**config.mk**
```make
export PLATFORM = sky130hd
export DESIGN_NAME = enc_gray_arb
export DESIGN_NICKNAME = d
export VERILOG_FILES = /design/src/rtl/enc_gray_arb.sv
export SDC_FILE = /design/constraint.sdc
export NUM_CORES = 1
export LEC_CHECK = 0
export BUFFER_PORTS_ARGS = -buffer_cell sky130_fd_sc_hd__buf_2
export CAP_MARGIN = 20
export CORE_ASPECT_RATIO = 0.9
export CORE_MARGIN = 4
export CORE_UTILIZATION = 40
export DETAILED_ROUTE_END_ITERATION = 10
export PLACE_DENSITY = 0.7
export SYNTH_ARGS = -nofsm -noshare
export SYNTH_HDL_FRONTEND = slang
export SYNTH_SLANG_ARGS = --single-unit
```
**constraint.sdc**
```tcl
create_clock -name clk -period 1.4 [get_ports clk]
set_clock_uncertainty 0.2 [all_clocks]
set_input_delay 0.21 -clock clk [delete_from_list [all_inputs] [get_ports clk]]
set_output_delay 0.21 -clock clk [all_outputs]
set_load 0.005 [all_outputs]
```
**src/rtl/enc_gray_arb.sv**
```systemverilog
// Two-requester round-robin binary-to-Gray converter with a single
// registered output slot and a count of consumed results.
module enc_gray_arb #(
    parameter int WIDTH = 10,
    parameter int CNTW  = 16
) (
    input  logic             clk,
    input  logic             rst_n,
    input  logic             req0_valid,
    input  logic [WIDTH-1:0] req0_bin,
    output logic             req0_ready,
    input  logic             req1_valid,
    input  logic [WIDTH-1:0] req1_bin,
    output logic             req1_ready,
    output logic             out_valid,
    input  logic             out_ready,
    output logic [WIDTH-1:0] out_gray,
    output logic             out_id,
    output logic [CNTW-1:0]  conv_cnt
);

    typedef enum logic {
        EMPTY = 1'b0,
        FULL  = 1'b1
    } state_t;

    state_t           state_q, state_d;
    logic [WIDTH-1:0] gray_q, gray_d;
    logic [WIDTH-1:0] acc_bin;
    logic             id_q, id_d;
    logic             last_q, last_d;
    logic [CNTW-1:0]  cnt_q, cnt_d;
    logic             slot_free;
    logic             grant0, grant1;
    logic             accept;
    logic             fire;

    // last_q holds the id granted at the previous acceptance; the other wins ties
    always_comb begin
        grant0 = 1'b0;
        grant1 = 1'b0;
        unique case (1'b1)
            (req0_valid && req1_valid): begin
                grant0 = last_q;
                grant1 = !last_q;
            end
            (req0_valid && !req1_valid): grant0 = 1'b1;
            (!req0_valid && req1_valid): grant1 = 1'b1;
            default: ;
        endcase
    end

    assign slot_free  = !out_valid || out_ready;
    assign req0_ready = grant0 && slot_free;
    assign req1_ready = grant1 && slot_free;
    assign accept     = req0_ready || req1_ready;
    assign fire       = out_valid && out_ready;
    assign acc_bin    = req1_ready ? req1_bin : req0_bin;

    always_ff @(posedge clk or negedge rst_n) begin
        if (!rst_n) begin
            state_q <= EMPTY;
            gray_q  <= '0;
            id_q    <= 1'b0;
            last_q  <= 1'b1;
            cnt_q   <= '0;
        end else begin
            state_q <= state_d;
            gray_q  <= gray_d;
            id_q    <= id_d;
            last_q  <= last_d;
            cnt_q   <= cnt_d;
        end
    end

    always_comb begin
        state_d = state_q;
        unique case (state_q)
            EMPTY: if (accept) state_d = FULL;
            FULL:  if (out_ready && !accept) state_d = EMPTY;
            default: state_d = EMPTY;
        endcase
    end

    always_comb begin
        out_valid = (state_q == FULL);
    end

    always_comb begin
        gray_d = gray_q;
        id_d   = id_q;
        last_d = last_q;
        cnt_d  = cnt_q;
        if (accept) begin
            gray_d = acc_bin ^ (acc_bin >> 1);
            id_d   = req1_ready;
            last_d = req1_ready;
        end
        if (fire) cnt_d = cnt_q + 1'b1;
    end

    assign out_gray = gray_q;
    assign out_id   = id_q;
    assign conv_cnt = cnt_q;

endmodule

```
# Word-level counts from Yosys, hierarchy flattened
# Index checks and enable logic that the tools add are counted.
[totals]
regBits = 29
latch_bits = 0
mem_bits_rw = 0
romBits = 0
in_bits = 25
out_inout_bits = 30
wordCells = 28
mem_count = 0
[classes]
addsub = 1
n_mul = 0
n_div = 0
n_lt_le_gt_ge = 0
eq_ne = 0
shift = 0
mux = 6
n_bitwise = 2
reduce_logical = 14
[op_table]
columns = ["op", "n"]
rows = [
  ["$add 16x1->16 const B", 1],
  ["$mux 10", 1],
  ["$xor 10x9->10", 1],
  ["$logic_and 1x1->1", 7],
  ["$pmux 1 s2", 3],
  ["$logic_not 1->1", 5],
  ["$logic_or 1x1->1", 2],
  ["$mux 1", 2],
  ["$not 1->1", 1],
]

# Logic depth before layout (Yosys ltp)
[logic_depth]
depth_word = 9
depth_mapped = 5
ltp_nobuf = 4

# Worst setup path after synthesis
# OpenSTA, ideal clock, no wires.
[synth_timing]
path_kind = "register to register"
from = "register cnt_q[3] (netlist: conv_cnt[3])"
to = "register cnt_q[13] (netlist: conv_cnt[13])"
setup_ps = 123
arrival_ps = 1112
t_required_ps = 1077
slack_ps = -35
path_stages_with_launch = 5
path_buffers = 0
period_less_slack_ps = 1435
cell_sequence = "dfrtp_1 nand4_4 nor3_4 nand4_1 xnor2_1"
[synth_between]
elab_chain_len = 1
[synth_rtl]
columns = ["element", "line_no", "source"]
rows = [
  ["start: declaration", "32", "logic [CNTW-1:0] cnt_q, cnt_d;"],
  ["start signal: assignment", "72", "cnt_q <= cnt_d;"],
  ["$add 16x1->16", "99", "if (fire) cnt_d = cnt_q + 1'b1;"],
]
# Every way passes these cells.
# A chain may end at the register's enable or synchronous reset.

# Worst setup path after layout
[layout_timing]
from = "register last_q"
to = "output req1_ready"
[layout_between]
elab_chain_len = 3
[layout_rtl]
columns = ["element", "line_no", "source"]
rows = [
  ["start: declaration", "31", "logic last_q, last_d;"],
  ["start signal: assignment", "71", "last_q <= last_d;"],
  ["$logic_not 1->1", "45", "grant1 = !last_q;"],
  ["$pmux 1 s2", "42", "unique case (1'b1)"],
  ["$logic_and 1x1->1", "55", "assign req1_ready = grant1 && slot_free;"],
  ["end: declaration", "14", "output logic req1_ready,"],
]
# Every way passes these cells.

==> results.sh <==
export IMPL_status="finished with violations"
export IMPL_violations="negative setup slack"
export IMPL_setup_viol=10
export IMPL_wl_per_cell_um=12.2
export IMPL_area_growth_synth_to_final_pct=50.7
export IMPL_root_buffer="clkbuf_8"
export IMPL_clk_latency_ns=0.28
export IMPL_wirelength_um=3320
export IMPL_syn_nets=172
export IMPL_worst_pin_slew_ns=0.364
export IMPL_synth_top_area_share_pct=48.1
export IMPL_worstSetupPathType="reg2out"
export IMPL_async_flop_share_pct=100
export IMPL_dieWidth_um=71.6
export IMPL_max_freq_mhz=636
export IMPL_grt_start_max_net_pins=30
export IMPL_ys_seq_elements=29
export IMPL_cp_max_fo=3
export IMPL_seqCellArea_um2=731
export IMPL_setup_ws_ns=-0.172
export IMPL_path_clk_slew_ns=0.06
export IMPL_yosysWarnings=0
export IMPL_synth_cell_types=26
export IMPL_core_area_um2=3430
export IMPL_synth_edf_count=0
export IMPL_fin_area_um2=2190
export IMPL_cts_tree="built"
export IMPL_syn_inst=146
export IMPL_drt_initial_drc_count=76
export IMPL_drive_gt1_share_pct=48.9
export IMPL_rows=20
export IMPL_vias=1280
export IMPL_grt_first_pass_wirelength_um=5330
export IMPL_crit_buf_inv=1
export IMPL_hold_viol=0
export IMPL_drtPass1Iterations=4
export IMPL_place_area_um2=1890
export IMPL_via_per_inst=4.72
export IMPL_grt_pass1_vias=1247
export IMPL_slew_violations=0
export IMPL_diodes=0
export IMPL_fin_crit_sh_pct=112
export IMPL_cpLargestDelayFamily="flip-flops"
export IMPL_critPathMaxStageDelay_ns=0.55
export IMPL_initial_core_util_pct=42.5
export IMPL_cap_violations=0
export IMPL_grt_antenna_before_repair=0
export IMPL_gr_usage_all_layers_pct=14.7
export IMPL_grt_overflow=0
export IMPL_cts_max_level=2
export IMPL_pwr_density_cell_nw_per_um2=1290
export IMPL_clkSinkCount=29
export IMPL_multi_input_area_um2=811
export IMPL_detail_route_antenna_nets=0
export IMPL_synth_flop_cell="dfrtp_1"
export IMPL_dieArea_um2=4670
export IMPL_layout_commonest_cell="buf_2"
export IMPL_cellLeakagePower_nw=1.12
export IMPL_avgSynthCellArea_um2=9.98
export IMPL_cts_made_buffers=5
export IMPL_die_h_um=65.2
export IMPL_fillerInstances=299
export IMPL_io_pin_count=55
export IMPL_gp_congestion=0.709
export IMPL_clk_path_buf_depth=2
export IMPL_worstPathArrival_ns=1.16
export IMPL_hold_class="in2reg"
export IMPL_tns_ns=-0.675
export IMPL_ys_top_cells_by_area="dfrtp_1 48%, xnor2_1 13%, xor2_1 7.2%"
export IMPL_ys_seq_area_share_pct=49.9
export IMPL_cp_start_kind="register"
export IMPL_synth_area_leader_cell="dfrtp_1"
export IMPL_rsz0062_at_grt="yes"
export IMPL_portBuffers=54
export IMPL_relSlewSlack_pct=75.7
export IMPL_endpoint_kind="output pin"
export IMPL_cp_required_ns=0.99
export IMPL_cp_cell_sequence="a21boi_2 > and2_1 > buf_2"
export IMPL_fin_crit_ns=1.57
export IMPL_peakVddDrop_v=0.000546
export IMPL_slowest_stage="dfstp_2"
export IMPL_dp_hpwl_um=2450
export IMPL_netlist_area_um2=1460
export IMPL_most_common_layout_cells="53 x buf_2, 25 x dfrtp_1, 19 x xnor2_1"
export IMPL_drcViolationCount=0
export IMPL_nets=252
[path summary, 6_finish.rpt]
kind / start / end / slack, ns / depth (start not counted)
max reg2reg: conv_cnt[1] / conv_cnt[6] / -0.09 / 4
min: out_ready / out_valid / 0.05 / 3
max: last_q / req1_ready / -0.17 / 3
min reg2reg: conv_cnt[15] / conv_cnt[15] / 0.27 / 1
min in group asynchronous: rst_n / out_gray[2] / 0.27 / 3
max in group asynchronous: rst_n / last_q / 0.43 / 3
[cells in the mapped netlist (all sizes together), types with 3 or more instances]
cell / instances
dfrtp: 28
xnor2: 21
nand2: 18
nor2: 13
a21oi: 12
xor2: 12
o21ai: 11
nand3: 5
nand4: 4
and3: 3
buf: 3
[repair_timing]
action                                 in CTS  in global routing
resized for setup                          13                 23
setup buffers                               3                  4
setup endpoints to repair                  20                 29
endpoints found under the hold margin      29                  0
hold buffers                                2                  0
pin swaps                                   4                 12
[metal layers]
| metal | routed length [um] | vias to the layer above | share of wire, % | global-route usage [%] |
|---|---|---|---|---|
| met5 | 0 | - | 0 | 0 |
| met4 | 69 | 0 | 2.1 | 8.45 |
| met1 | 1330 | 581 | 40 | 17.1 |
| met2 | 1580 | 52 | 48 | 23.7 |
| met3 | 341 | 5 | 10 | 4.74 |
| li1 | - | 642 | - | - |
[per-stage QoR]
step / hold WS (ns) / util [%] / total power [mW] / instances / setup WS (ns)
after floorplan: -0.286 / - / 1.48 / 146 / 0.00908
after global placement: 0.0306 / 55.3 / 1.90 / 255 / 0.0112
after detailed placement: 0.0322 / 55.3 / 1.93 / 255 / -0.101
after CTS: 0.0499 / 60.5 / 2.76 / 267 / -0.158
after global routing: 0.0695 / 64.0 / 3.04 / 271 / -0.216
final: 0.0536 / 64.0 / 2.84 / 271 / -0.172
[state kept, by name, indices dropped and copies added, names as in the netlist]
signal / flops
conv_cnt: 16
out_gray: 10
last_q: 1
out_id: 1
out_valid: 1
[final cells by class]
| type | instances | area share [%] |
|---|---|---|
| sequential | 29 | 33.3 |
| inverter | 2 | 0.342 |
| clock inverter | 1 | 0.228 |
| clock buffer | 7 | 4.39 |
| tap | 44 | 2.51 |
| multi-input combinational | 110 | 36.9 |
| timing repair buffer | 78 | 22.3 |
[worst reg2reg max path, delay by kind of cell (launching register included)]
family / cells / cell delay, ns
and+or+nand+nor: 2 / 0.39
xor gates and xnor gates: 1 / 0.15
DFF: 1 / 0.42
adders and majority gates: 1 / 0.22
[logic make-up after synthesis]
logic type	share of synthesized area (%)
DFF	49.9
adders and majority gates	0.859
xor gates and xnor gates	19.8
buffers and inverters	2.06
muxes	1.46
and+or+nand+nor	17.0
AOI/OAI and AO/OA	8.85
[power by group]
group / switching [mW] / total, mW / internal [mW]
Combinational: 0.417 / 0.942 / 0.525
Clock: 0.305 / 0.748 / 0.443
Sequential: 0.140 / 1.15 / 1.01
Power figures use the tool's default switching activity.
